`src/rtl/serial_ctrl_pkg.sv`:
```
// Shared opcode and FSM state definitions for the bit-serial ALU sequencer.
package serial_ctrl_pkg;

  localparam logic [2:0] OP_ADD   = 3'b000;
  localparam logic [2:0] OP_SUB   = 3'b001;
  localparam logic [2:0] OP_AND   = 3'b010;
  localparam logic [2:0] OP_OR    = 3'b011;
  localparam logic [2:0] OP_XOR   = 3'b100;
  localparam logic [2:0] OP_PASSB = 3'b101;
  localparam logic [2:0] OP_LOADB = 3'b110;
  localparam logic [2:0] OP_NOP   = 3'b111;

  typedef enum logic [1:0] {
    ST_IDLE  = 2'd0,
    ST_LOAD  = 2'd1,
    ST_SHIFT = 2'd2,
    ST_DONE  = 2'd3
  } state_t;

endpackage

```
`src/rtl/serial_alu_bit.sv`:
```
// Combinational 1-bit ALU slice; subtraction inverts b here so the caller
// only seeds the carry with 1.
module serial_alu_bit
  import serial_ctrl_pkg::*;
(
  input  logic       a,
  input  logic       b,
  input  logic       cin,
  input  logic [2:0] op,
  output logic       result,
  output logic       cout
);

  logic b_eff;

  always_comb begin
    b_eff  = (op == OP_SUB) ? ~b : b;
    result = 1'b0;
    cout   = 1'b0;
    case (op)
      OP_ADD, OP_SUB: begin
        result = a ^ b_eff ^ cin;
        cout   = (a & b_eff) | (a & cin) | (b_eff & cin);
      end
      OP_AND:   result = a & b;
      OP_OR:    result = a | b;
      OP_XOR:   result = a ^ b;
      OP_PASSB: result = b;
      default:  result = 1'b0;
    endcase
  end

endmodule

```
`src/rtl/serial_op_sequencer.sv`:
```
// Sequences one bit-serial ALU operation (or a parallel load) on an external
// accumulator shift register and produces carry/zero flags.
module serial_op_sequencer
  import serial_ctrl_pkg::*;
#(
  parameter int WIDTH = 8
) (
  input  logic             clk,
  input  logic             rst,
  input  logic             start,
  input  logic [2:0]       opcode,
  input  logic [WIDTH-1:0] operand_b,
  input  logic [WIDTH-1:0] acc_bits,
  output logic             acc_load_en,
  output logic             acc_write_en,
  output logic [WIDTH-1:0] acc_parallel_in,
  output logic             alu_result,
  output logic             busy,
  output logic             done,
  output logic             carry_flag,
  output logic             zero_flag
);

  localparam int CNT_W = (WIDTH > 1) ? $clog2(WIDTH) : 1;
  localparam logic [CNT_W-1:0] LAST_BIT = CNT_W'(WIDTH - 1);

  state_t           state, state_nxt;
  logic [2:0]       op_reg;
  logic [WIDTH-1:0] b_reg;
  logic [CNT_W-1:0] bit_cnt;
  logic             carry_reg;
  logic             zero_acc;
  logic             slice_res;
  logic             slice_cout;
  logic             last_bit;

  serial_alu_bit u_alu_bit (
    .a      (acc_bits[bit_cnt]),
    .b      (b_reg[bit_cnt]),
    .cin    (carry_reg),
    .op     (op_reg),
    .result (slice_res),
    .cout   (slice_cout)
  );

  assign last_bit        = (bit_cnt == LAST_BIT);
  assign acc_parallel_in = b_reg;

  always_ff @(posedge clk) begin
    if (rst) state <= ST_IDLE;
    else     state <= state_nxt;
  end

  always_comb begin
    state_nxt    = state;
    acc_load_en  = 1'b0;
    acc_write_en = 1'b0;
    busy         = 1'b0;
    done         = 1'b0;
    alu_result   = 1'b0;
    case (state)
      ST_IDLE: begin
        if (start) begin
          case (opcode)
            OP_LOADB: state_nxt = ST_LOAD;
            OP_NOP:   state_nxt = ST_DONE;
            default:  state_nxt = ST_SHIFT;
          endcase
        end
      end
      ST_LOAD: begin
        acc_load_en = 1'b1;
        busy        = 1'b1;
        state_nxt   = ST_DONE;
      end
      ST_SHIFT: begin
        // write_en must stay high for the whole op or the accumulator's bit index restarts
        acc_write_en = 1'b1;
        busy         = 1'b1;
        alu_result   = slice_res;
        if (last_bit) state_nxt = ST_DONE;
      end
      ST_DONE: begin
        done      = 1'b1;
        state_nxt = ST_IDLE;
      end
      default: state_nxt = ST_IDLE;
    endcase
  end

  always_ff @(posedge clk) begin
    if (rst) begin
      op_reg     <= OP_NOP;
      b_reg      <= '0;
      bit_cnt    <= '0;
      carry_reg  <= 1'b0;
      zero_acc   <= 1'b0;
      carry_flag <= 1'b0;
      zero_flag  <= 1'b0;
    end else begin
      case (state)
        ST_IDLE: begin
          if (start) begin
            op_reg    <= opcode;
            b_reg     <= operand_b;
            carry_reg <= (opcode == OP_SUB);
            zero_acc  <= 1'b1;
            bit_cnt   <= '0;
          end
        end
        ST_LOAD: begin
          carry_flag <= 1'b0;
          zero_flag  <= (b_reg == '0);
        end
        ST_SHIFT: begin
          carry_reg <= slice_cout;
          zero_acc  <= zero_acc & ~slice_res;
          if (last_bit) begin
            // flags include the final bit, so take them straight from the slice
            carry_flag <= ((op_reg == OP_ADD) || (op_reg == OP_SUB)) ? slice_cout : 1'b0;
            zero_flag  <= zero_acc & ~slice_res;
          end else begin
            bit_cnt <= bit_cnt + 1'b1;
          end
        end
        default: ;
      endcase
    end
  end

endmodule

```
`config.mk`:
```
export PLATFORM = sky130hd
export DESIGN_NAME = serial_op_sequencer
export DESIGN_NICKNAME = d
export VERILOG_FILES = /design/src/rtl/serial_ctrl_pkg.sv /design/src/rtl/serial_alu_bit.sv /design/src/rtl/serial_op_sequencer.sv
export SDC_FILE = /design/constraint.sdc
export NUM_CORES = 1
export LEC_CHECK = 0
export CORE_AREA = 2 2 41 80
export CTS_BUF_LIST = sky130_fd_sc_hd__clkbuf_8
export CTS_CLUSTER_DIAMETER = 40
export CTS_CLUSTER_SIZE = 40
export DETAILED_ROUTE_END_ITERATION = 7
export DIE_AREA = 0 0 43 82
export GPL_ROUTABILITY_DRIVEN = 0
export PLACE_DENSITY = 0.73
export SETUP_SLACK_MARGIN = 0.2
export SYNTH_ARGS = -nofsm -noshare
export SYNTH_HDL_FRONTEND = slang
export SYNTH_SLANG_ARGS = --single-unit
```
`constraint.sdc`:
```
create_clock -name clk -period 2.9 [get_ports clk]
set_input_delay 0.29 -clock clk [delete_from_list [all_inputs] [get_ports clk]]
set_output_delay 0.29 -clock clk [all_outputs]
set_load 0.02 [all_outputs]
```
==> impl_metrics.yaml, run 1 <==
global_route:
  first_global_vias: 1318
  antenna_found_initial: 0
  track_usage_pct: 21.90
  grt_pass1_wl_um: 5913
  gr-total-overflow: 0
  grt_max_degree: 22
finish:
  fin_util_pct: 62.80
  final_common_cell: "clkdlybuf4s50_1"
  drive_above_1_share_pct: 21.83
  num_antenna_cells: 0
  fillers: 267
  area_delta_synth_final_pct: 48.29
  final_cell_mix: "clkdlybuf4s50_1, nand2_1, buf_4"
  nets: 229
  largest_register_ffs: 8
synthesis:
  synth_top_area_share_pct: 32.13
  async_flop_share_pct: 0
  syn_inst: 143
  syn_nets: 174
  synth.top_cells.by_area: "dfxtp_1, nand2_1, ha_1"
  syn_avg_cell_area_um2: 8.715
  netlist_area_mm2: 0.001246
  synth_top_area_cell: "dfxtp_1"
  synth_edf_count: 0
  ys_seq_elements: 20
  yosys_warnings: 0
  seq_area_frac_synth_pct: 32.13
  synth_ff_type: "dfxtp_1"
  synth.distinct_cells: 41
flow_run:
  drv_cap: 0
route:
  avgViaCountPerCell: 5.683
  ant_nets: 0
  initialDrtViolationCount: 35
  vias: 1290
  drc_errors: 0
  wl_per_cell_um: 15.97
  routed_wl_um: 3626
  first_pass_iters: 5
power:
  irDropWorstVdd_mv: 0.6308
  p_leak_nw: 0.7412
  clock_power_share_pct: 15.2
  p_switching_mw: 0.5989
  switching_share_pct: 41.35
  p_int_mw: 0.8496
  p_seq_share_pct: 26.5
  combPwrFrac_pct: 58.3
  power_density_mw_per_mm2: 783.8
critical_path:
  reg2reg_slack_ps: 110
  required_ps: 2610
  path_buf_inv: 1
  critPathTopFamily: "multiplexers"
  r2r-start: "bit_cnt[0]$_SDFFE_PP0P_"
  start_kind: "flop"
  slowest_stage: "mux4_2"
  worstSetupPathType: "reg -> out"
  worstPathMaxFanout: 5
  slowest_delay_ps: 550
  startpoint: "bit_cnt[0]$_SDFFE_PP0P_"
  cp.arrival_ps: 2710
  worst_setup_path_end_kind: "output pin"
  path_cells: "mux4_2 > mux2i_4 > xor2_1 > fa_1 > nor2_1 > o31a_1 > a211oi_4 > buf_6"
place:
  hpwl_um: 2808
  numPortBuffers: 36
sta:
  final_max_slew_viol_count: 0
  grt_setup_unrepaired: "true"
  fin_hold_ws_ps: 470.0
  fin_crit_ps: 3003
  worst_pin_slew_ps: 769.2
  relSlewSlack_pct: 48.56
  setup_slack_ps: -102.9
  final-setup-viol-count: 1
  clock_skew_ps: 2.207
  fmax_mhz: 333.0
  hold_viol_final: 0
  fin_crit_sh_pct: 103.5
  tns_ps: -102.9
die:
  die_area_mm2: 0.003526
  start_util_pct: 42.35
  die_x_um: 43
  ios: 37
  die_y_um: 82
  rows: 28
  core_mm2: 0.002943
clock_network:
  clock_latency_ps: 260
  h-tree-depth: 1
  clk_path_buf_depth: 2
  cts_tree: "built"
  clockRootBuffer: "clkbuf_8"
  clock-sinks: 20
  hold_buffers: 0
  path_clk_slew_ps: 70
  cts_buffers: 3
outcome:
  status: "finished, violations left"
  violations: "setup timing"
worst_hold_path:
  hold_class: "reg -> reg"
  hp-start: "carry_flag$_SDFFE_PP0P_"
[logic make-up (layout without fill, tap and decap cells)]
| family | count (synthesis) | in the layout | synth area share (%) |
|---|---|---|---|
| AND/OR/NAND/NOR | 57 | 57 | 21.69 |
| adder cells (fa/ha/maj) | 9 | 9 | 9.639 |
| flip-flops | 20 | 20 | 32.13 |
| multiplexers | 7 | 7 | 11.24 |
| XOR/XNOR | 1 | 1 | 0.7029 |
| buffers and inverters | 15 | 69 | 5.221 |
| AO/OA/AOI/OAI | 34 | 34 | 19.38 |
[through the flow]
step           worst slack [ps]  cells  area [µm²]  power (mW)
4_1_cts                  -100.2    226        1829       1.434
2_1_floorplan             173.5    143        1249      0.8880
3_3_place_gp             -524.6    221        1754       1.159
6_report                 -102.9    227        1848       1.449
5_1_grt                  -220.5    227        1848       1.545
3_5_place_dp             -578.1    221        1754       1.189
[final timing paths]
check	cells after the start	endpoint
max	8	alu_result
min	2	carry_flag$_SDFFE_PP0P_
max reg2reg	10	zero_acc$_SDFFE_PP0P_
min reg2reg	2	carry_flag$_SDFFE_PP0P_
[timing repair]
action,CTS,global route
pin swaps,3,1
setup buffers,1,1
gates resized for setup,14,3
hold endpoints to repair,0,0
endpoints found under the setup margin,2,3
[cells in the mapped netlist, drive strengths merged (3+ instances only)]
cell     n
clkbuf   5
and2     4
mux2i    3
dfxtp   20
o21ai    4
a211oi   3
nor2     8
nor2b    4
inv      8
a21oi   14
ha       8
nand3b   3
nand2   27
or2      3
mux4     4
nor4     3
[power by group through the flow]
stage               combinational [mW]  sequential [mW]  clock (mW)
floorplan                        0.472            0.416           0
global placement                 0.773            0.387           0
detailed placement               0.799            0.390           0
CTS                              0.834            0.385       0.215
global route                     0.918            0.393       0.233
finish                           0.845            0.384       0.220
[layout make-up]
cell class,count,area [µm²],share of cell area [%]
Inverter,8,30.03,1.625
Clock buffer,4,55.05,2.979
Timing Repair Buffer,57,520.5,28.17
Sequential cell,20,405.4,21.94
Tap cell,30,37.54,2.031
Multi-Input combinational cell,108,799.5,43.26
[per-layer routing]
layer / wire, µm / track usage [%]
met4: 81 / 7.879
met5: 0 / 0
met2: 2246 / 45.15
met3: 150 / 2.418
met1: 1146 / 21.17
[tightest hold or removal path, delay by kind of cell (launching register included)]
kind	cells	cell delay [ps]
AO/OA/AOI/OAI	1	50
flip-flops	1	320
AND/OR/NAND/NOR	1	60
No activity file was read; power rests on OpenSTA's default activity.
==> run 2, diff against run 1 <==
Settings changed: CORE_AREA 2 2 41 80 to 2 2 40 78, DIE_AREA 0 0 43 82 to 0 0 42 80, PLACE_DENSITY 0.73 to 0.77.
==> run 2 against run 1 <==
  * The run still ends with setup timing left
  * Sequential share of layout area grew 0.72 points
  * Sequential power grew 2%
  * Final cell count decreased by 2.2%
  * Clock power decreased by 18%
  * Register-to-register slack better by 40 ps
  * Utilization rose by 2.6 points
  * Routed wire length shrank 3.2%
  * Largest cell class unchanged
  * Largest power group unchanged
==> impl_metrics.yaml, run 2 (same netlist as run 1, synthesis figures left out) <==
finish:
  final_cell_mix: "clkdlybuf4s50_1, nand2_1, dfxtp_1, buf_4, a21oi_1"
  largest_register_ffs: 8
  final_common_cell: "clkdlybuf4s50_1"
  nets: 226
  drive_above_1_share_pct: 20.21
  area_delta_synth_final_pct: 43.57
  num_antenna_cells: 0
  fin_util_pct: 65.39
power:
  p_int_mw: 0.8019
  p_leak_nw: 0.7111
  combPwrFrac_pct: 58.6
  irDropWorstVdd_mv: 0.4653
  p_seq_share_pct: 28.3
  switching_share_pct: 41.87
  p_switching_mw: 0.5776
  clock_power_share_pct: 13.0
  power_density_mw_per_mm2: 771.0
  power_mw: 1.380
route:
  first_pass_iters: 4
  ant_nets: 0
  drc_errors: 0
  routed_wl_um: 3509
  initialDrtViolationCount: 42
  vias: 1259
  wl_per_cell_um: 15.81
  avgViaCountPerCell: 5.671
sta:
  clock_skew_ps: 1.552
  tns_ps: -111.0
  relSlewSlack_pct: 48.82
  grt_setup_unrepaired: "true"
  final-setup-viol-count: 1
  hold_viol_final: 0
  fmax_mhz: 332.1
  fin_crit_ps: 3011
  setup_slack_ps: -111.0
  worst_pin_slew_ps: 765.4
  fin_crit_sh_pct: 103.8
  final_max_slew_viol_count: 0
  fin_hold_ws_ps: 475.8
clock_network:
  clockRootBuffer: "clkbuf_8"
  h-tree-depth: 1
  hold_buffers: 0
  path_clk_slew_ps: 70
  cts_tree: "built"
  clock_latency_ps: 260
  cts_buffers: 3
  clk_path_buf_depth: 2
  clock-sinks: 20
die:
  die_x_um: 42
  start_util_pct: 45.54
  die_area_mm2: 0.003360
  ios: 37
  rows: 27
  die_y_um: 80
  core_mm2: 0.002736
critical_path:
  r2r-end: "zero_acc$_SDFFE_PP0P_"
  worstPathMaxFanout: 5
  reg2reg_depth: 9
  worst_setup_path_end_kind: "output pin"
  worstSetupPathType: "reg -> out"
  endpoint: "alu_result"
  startpoint: "bit_cnt[0]$_SDFFE_PP0P_"
  reg2reg_slack_ps: 150
  start_kind: "flop"
  required_ps: 2610
  r2r-start: "bit_cnt[0]$_SDFFE_PP0P_"
  cp.arrival_ps: 2720
place:
  hpwl_um: 2790
  numPortBuffers: 36
  pre_cts_slack_ps: -572.4
global_route:
  track_usage_pct: 23.58
  grt_pass1_wl_um: 6092
  first_global_vias: 1392
  gr-total-overflow: 0
  antenna_found_initial: 0
  grt_max_degree: 22
outcome:
  status: "finished, violations left"
  violations: "setup timing"
worst_hold_path:
  hold_class: "reg -> reg"
flow_run:
  drv_cap: 0
run 2: cell count changes in the layout (fill, tap and decap cells not counted):
cell      previous run  this run
nor2_2               0         1
o21ai_1              0         1
a311oi_4             1         0
buf_4               20        18
buf_6                2         1
clkbuf_8             4         3
nor2b_2              0         1
nor2_1               8         7
o21ai_2              1         0
a311oi_2             0         1
nor2b_4              1         0
run 2: critical path, cell delays in order (launching register included):
cell and delay, ps:
dfxtp_4 400, mux4_2 550, mux2i_4 170, xor2_1 200, fa_1 480, nor2b_2 180, a311oi_2 270, a211oi_4 80
buf_6 140
run 2: worst min path at each step:
stage,from,endpoint,slack [ps],cells past startpoint
CTS,carry_flag$_SDFFE_PP0P_,carry_flag$_SDFFE_PP0P_,480,2
global placement,carry_flag$_SDFFE_PP0P_,carry_flag$_SDFFE_PP0P_,440,2
floorplan,opcode[1],op_reg[1]$_SDFFE_PP1P_,410,2
detailed placement,carry_flag$_SDFFE_PP0P_,carry_flag$_SDFFE_PP0P_,470,2
global route,carry_flag$_SDFFE_PP0P_,carry_flag$_SDFFE_PP0P_,500,2
finish,carry_flag$_SDFFE_PP0P_,carry_flag$_SDFFE_PP0P_,480,2
run 2: routing by layer:
layer	vias to the layer above	routed length, µm	GRT usage (%)
met4	0	107	10.97
met2	42	2126	46.72
li1	604	-	-
met5	-	0	0
met3	11	118	2.941
met1	602	1157	22.91
run 2: final cells by class:
| cell class | instances | area, µm² |
|---|---|---|
| fillers | 242 | 947.2 |
| well taps | 29 | 36.28 |
| clock buffers | 3 | 41.29 |
| repair buffers | 54 | 494.2 |
| multi-input cells | 108 | 782.0 |
| inverters | 8 | 30.03 |
| flip-flops and latches | 20 | 405.4 |
run 2: power groups by stage:
stage	logic, mW	registers [mW]	clock network, mW
global route	0.879	0.400	0.194
floorplan	0.472	0.416	0
finish	0.809	0.391	0.180
global placement	0.756	0.391	0
detailed placement	0.788	0.394	0
CTS	0.798	0.390	0.180
run 2: through the flow:
step | instances | area, µm²
after floorplan | 143 | 1249
after global placement | 218 | 1738
after detailed placement | 218 | 1738
after CTS | 222 | 1780
after global routing | 222 | 1789
final | 222 | 1789
run 2: repair_timing:
action	CTS	global route
endpoints found under the hold margin	0	0
endpoints found under the setup margin	2	3
buffers inserted	1	0
resized for setup	11	3
pin swaps	2	0
==> run 3, diff against run 2 <==
Settings changed: TNS_END_PERCENT set to 50.
==> run 3 against run 2 <==
  * The run still ends with setup timing left
  * Utilization rose by 1.1 points
  * Global-route usage fell by 0.24 points
  * Sequential power barely moved
  * First-iteration DRC count fell by 31%
  * Design area rose by 1.6%
  * Clock-buffer cell count rose by 1
  * Via count rose by 1.0%
  * Clock skew rose by 1.1 ps
  * Final cell count rose by 1.4%
  * Combinational power barely moved
  * Highest routed layer unchanged
==> impl_metrics.yaml, run 3 (same netlist as run 1, synthesis figures left out) <==
route:
  vias: 1272
  initialDrtViolationCount: 29
  avgViaCountPerCell: 5.653
  ant_nets: 0
  drc_errors: 0
  wl_per_cell_um: 15.95
  routed_wl_um: 3588
  first_pass_iters: 4
critical_path:
  slowest_stage: "fa_1"
  reg2reg_slack_ps: 120
  required_ps: 2610
  r2r-end: "zero_acc$_SDFFE_PP0P_"
  startpoint: "acc_bits[7]"
  path_cells: "clkdlybuf4s50_1 > mux4_2 > mux2i_2 > inv_2 > fa_1 > nor2_1 > o31a_1 > a211oi_4 > buf_6"
  endpoint: "alu_result"
  start_kind: "primary input"
  slowest_delay_ps: 520
  cp.arrival_ps: 2670
  worstPathMaxFanout: 2
  worstSetupPathType: "in -> out"
  reg2reg_depth: 10
  worst_setup_path_end_kind: "output pin"
  r2r-start: "bit_cnt[0]$_SDFFE_PP0P_"
clock_network:
  hold_buffers: 0
  path_clk_slew_ps: 80
  cts_buffers: 3
  clock_latency_ps: 270
  h-tree-depth: 1
  clockRootBuffer: "clkbuf_8"
  cts_tree: "built"
  clock-sinks: 20
  clk_path_buf_depth: 2
sta:
  worst_pin_slew_ps: 802.9
  clock_skew_ps: 2.656
  fin_crit_sh_pct: 102.2
  grt_setup_unrepaired: "true"
  setup_slack_ps: -63.83
  final-setup-viol-count: 1
  fin_crit_ps: 2964
  final_max_slew_viol_count: 0
  hold_viol_final: 0
  fmax_mhz: 337.4
  tns_ps: -63.83
  relSlewSlack_pct: 46.31
global_route:
  grt_max_degree: 22
  track_usage_pct: 23.34
  grt_pass1_wl_um: 5934
  antenna_found_initial: 0
  first_global_vias: 1425
  gr-total-overflow: 0
finish:
  largest_register_ffs: 8
  drive_above_1_share_pct: 21.43
  final_common_cell: "clkdlybuf4s50_1"
  fin_util_pct: 66.44
  final_cell_mix: "clkdlybuf4s50_1, nand2_1, buf_4"
  nets: 228
  area_delta_synth_final_pct: 45.88
  num_antenna_cells: 0
power:
  p_int_mw: 0.8329
  irDropWorstVdd_mv: 0.4704
  p_leak_nw: 0.7249
  switching_share_pct: 41.36
  combPwrFrac_pct: 56.9
  power_density_mw_per_mm2: 781.3
  clock_power_share_pct: 15.6
  p_seq_share_pct: 27.4
  p_switching_mw: 0.5875
die:
  core_mm2: 0.002736
  die_x_um: 42
  start_util_pct: 45.54
  die_y_um: 80
  rows: 27
  die_area_mm2: 0.003360
  ios: 37
place:
  pre_cts_slack_ps: -572.0
  numPortBuffers: 36
  hpwl_um: 2789
outcome:
  status: "finished, violations left"
  violations: "setup timing"
flow_run:
  drv_cap: 0
worst_hold_path:
  hold_class: "reg -> reg"
[run 3: cell types whose count changed in the layout (fill, tap and decap cells not counted), sizes merged]
cell	previous run	this run
buf	19	21
clkbuf	3	4
clkdlybuf4s50	33	35
dlygate4sd2	2	0
[run 3: worst min path at each step]
stage                            start                       to  slack, ps  cells after the start
2_1_floorplan                opcode[1]   op_reg[1]$_SDFFE_PP1P_        410                      2
3_3_place_gp   carry_flag$_SDFFE_PP0P_  carry_flag$_SDFFE_PP0P_        440                      2
3_5_place_dp   carry_flag$_SDFFE_PP0P_  carry_flag$_SDFFE_PP0P_        450                      2
4_1_cts        carry_flag$_SDFFE_PP0P_  carry_flag$_SDFFE_PP0P_        470                      2
5_1_grt        carry_flag$_SDFFE_PP0P_  carry_flag$_SDFFE_PP0P_        520                      2
6_report       carry_flag$_SDFFE_PP0P_  carry_flag$_SDFFE_PP0P_        460                      2
[run 3: layer usage]
| metal | up-vias | global-route usage (%) | wire, µm |
|---|---|---|---|
| met5 | - | 0 | 0 |
| met4 | 0 | 14.52 | 180 |
| met3 | 16 | 3.620 | 107 |
| met2 | 45 | 47.50 | 2134 |
| met1 | 605 | 19.49 | 1166 |
| li1 | 606 | - | - |
[run 3: area by class of cell]
type,count,area (µm²)
fillers,232,918.4
well taps,29,36.28
repair buffers,56,511.7
clock buffers,4,55.05
inverters,8,30.03
multi-input cells,108,779.5
flip-flops and latches,20,405.4
[run 3: per-stage QoR]
step           area (µm²)  std cells  hold slack (ps)  power, mW
2_1_floorplan        1247        143            414.3     0.8867
3_3_place_gp         1737        218            440.8      1.144
3_5_place_dp         1737        218            454.1      1.177
4_1_cts              1797        223            465.5      1.412
5_1_grt              1818        225            519.3      1.524
6_report             1818        225            460.2      1.420
[run 3: power groups by stage]
stage / sequential, mW / clock, mW / combinational (mW)
final: 0.390 / 0.222 / 0.809
after CTS: 0.392 / 0.224 / 0.795
after detailed placement: 0.395 / 0 / 0.782
after global routing: 0.402 / 0.236 / 0.885
after global placement: 0.390 / 0 / 0.754
after floorplan: 0.415 / 0 / 0.471
[run 3: timing repair]
action / 4_1_cts / 5_1_grt
gates resized for setup: 10 / 3
setup endpoints to repair: 3 / 3
pin swaps: 2 / 2
buffers inserted: 1 / 2
[run 3: worst max-delay path, delay by kind of cell]
| family | cells | cell delay [ps] |
|---|---|---|
| buffers and inverters | 3 | 640 |
| adder cells (fa/ha/maj) | 1 | 520 |
| multiplexers | 2 | 690 |
| AND/OR/NAND/NOR | 1 | 40 |
| AO/OA/AOI/OAI | 2 | 490 |
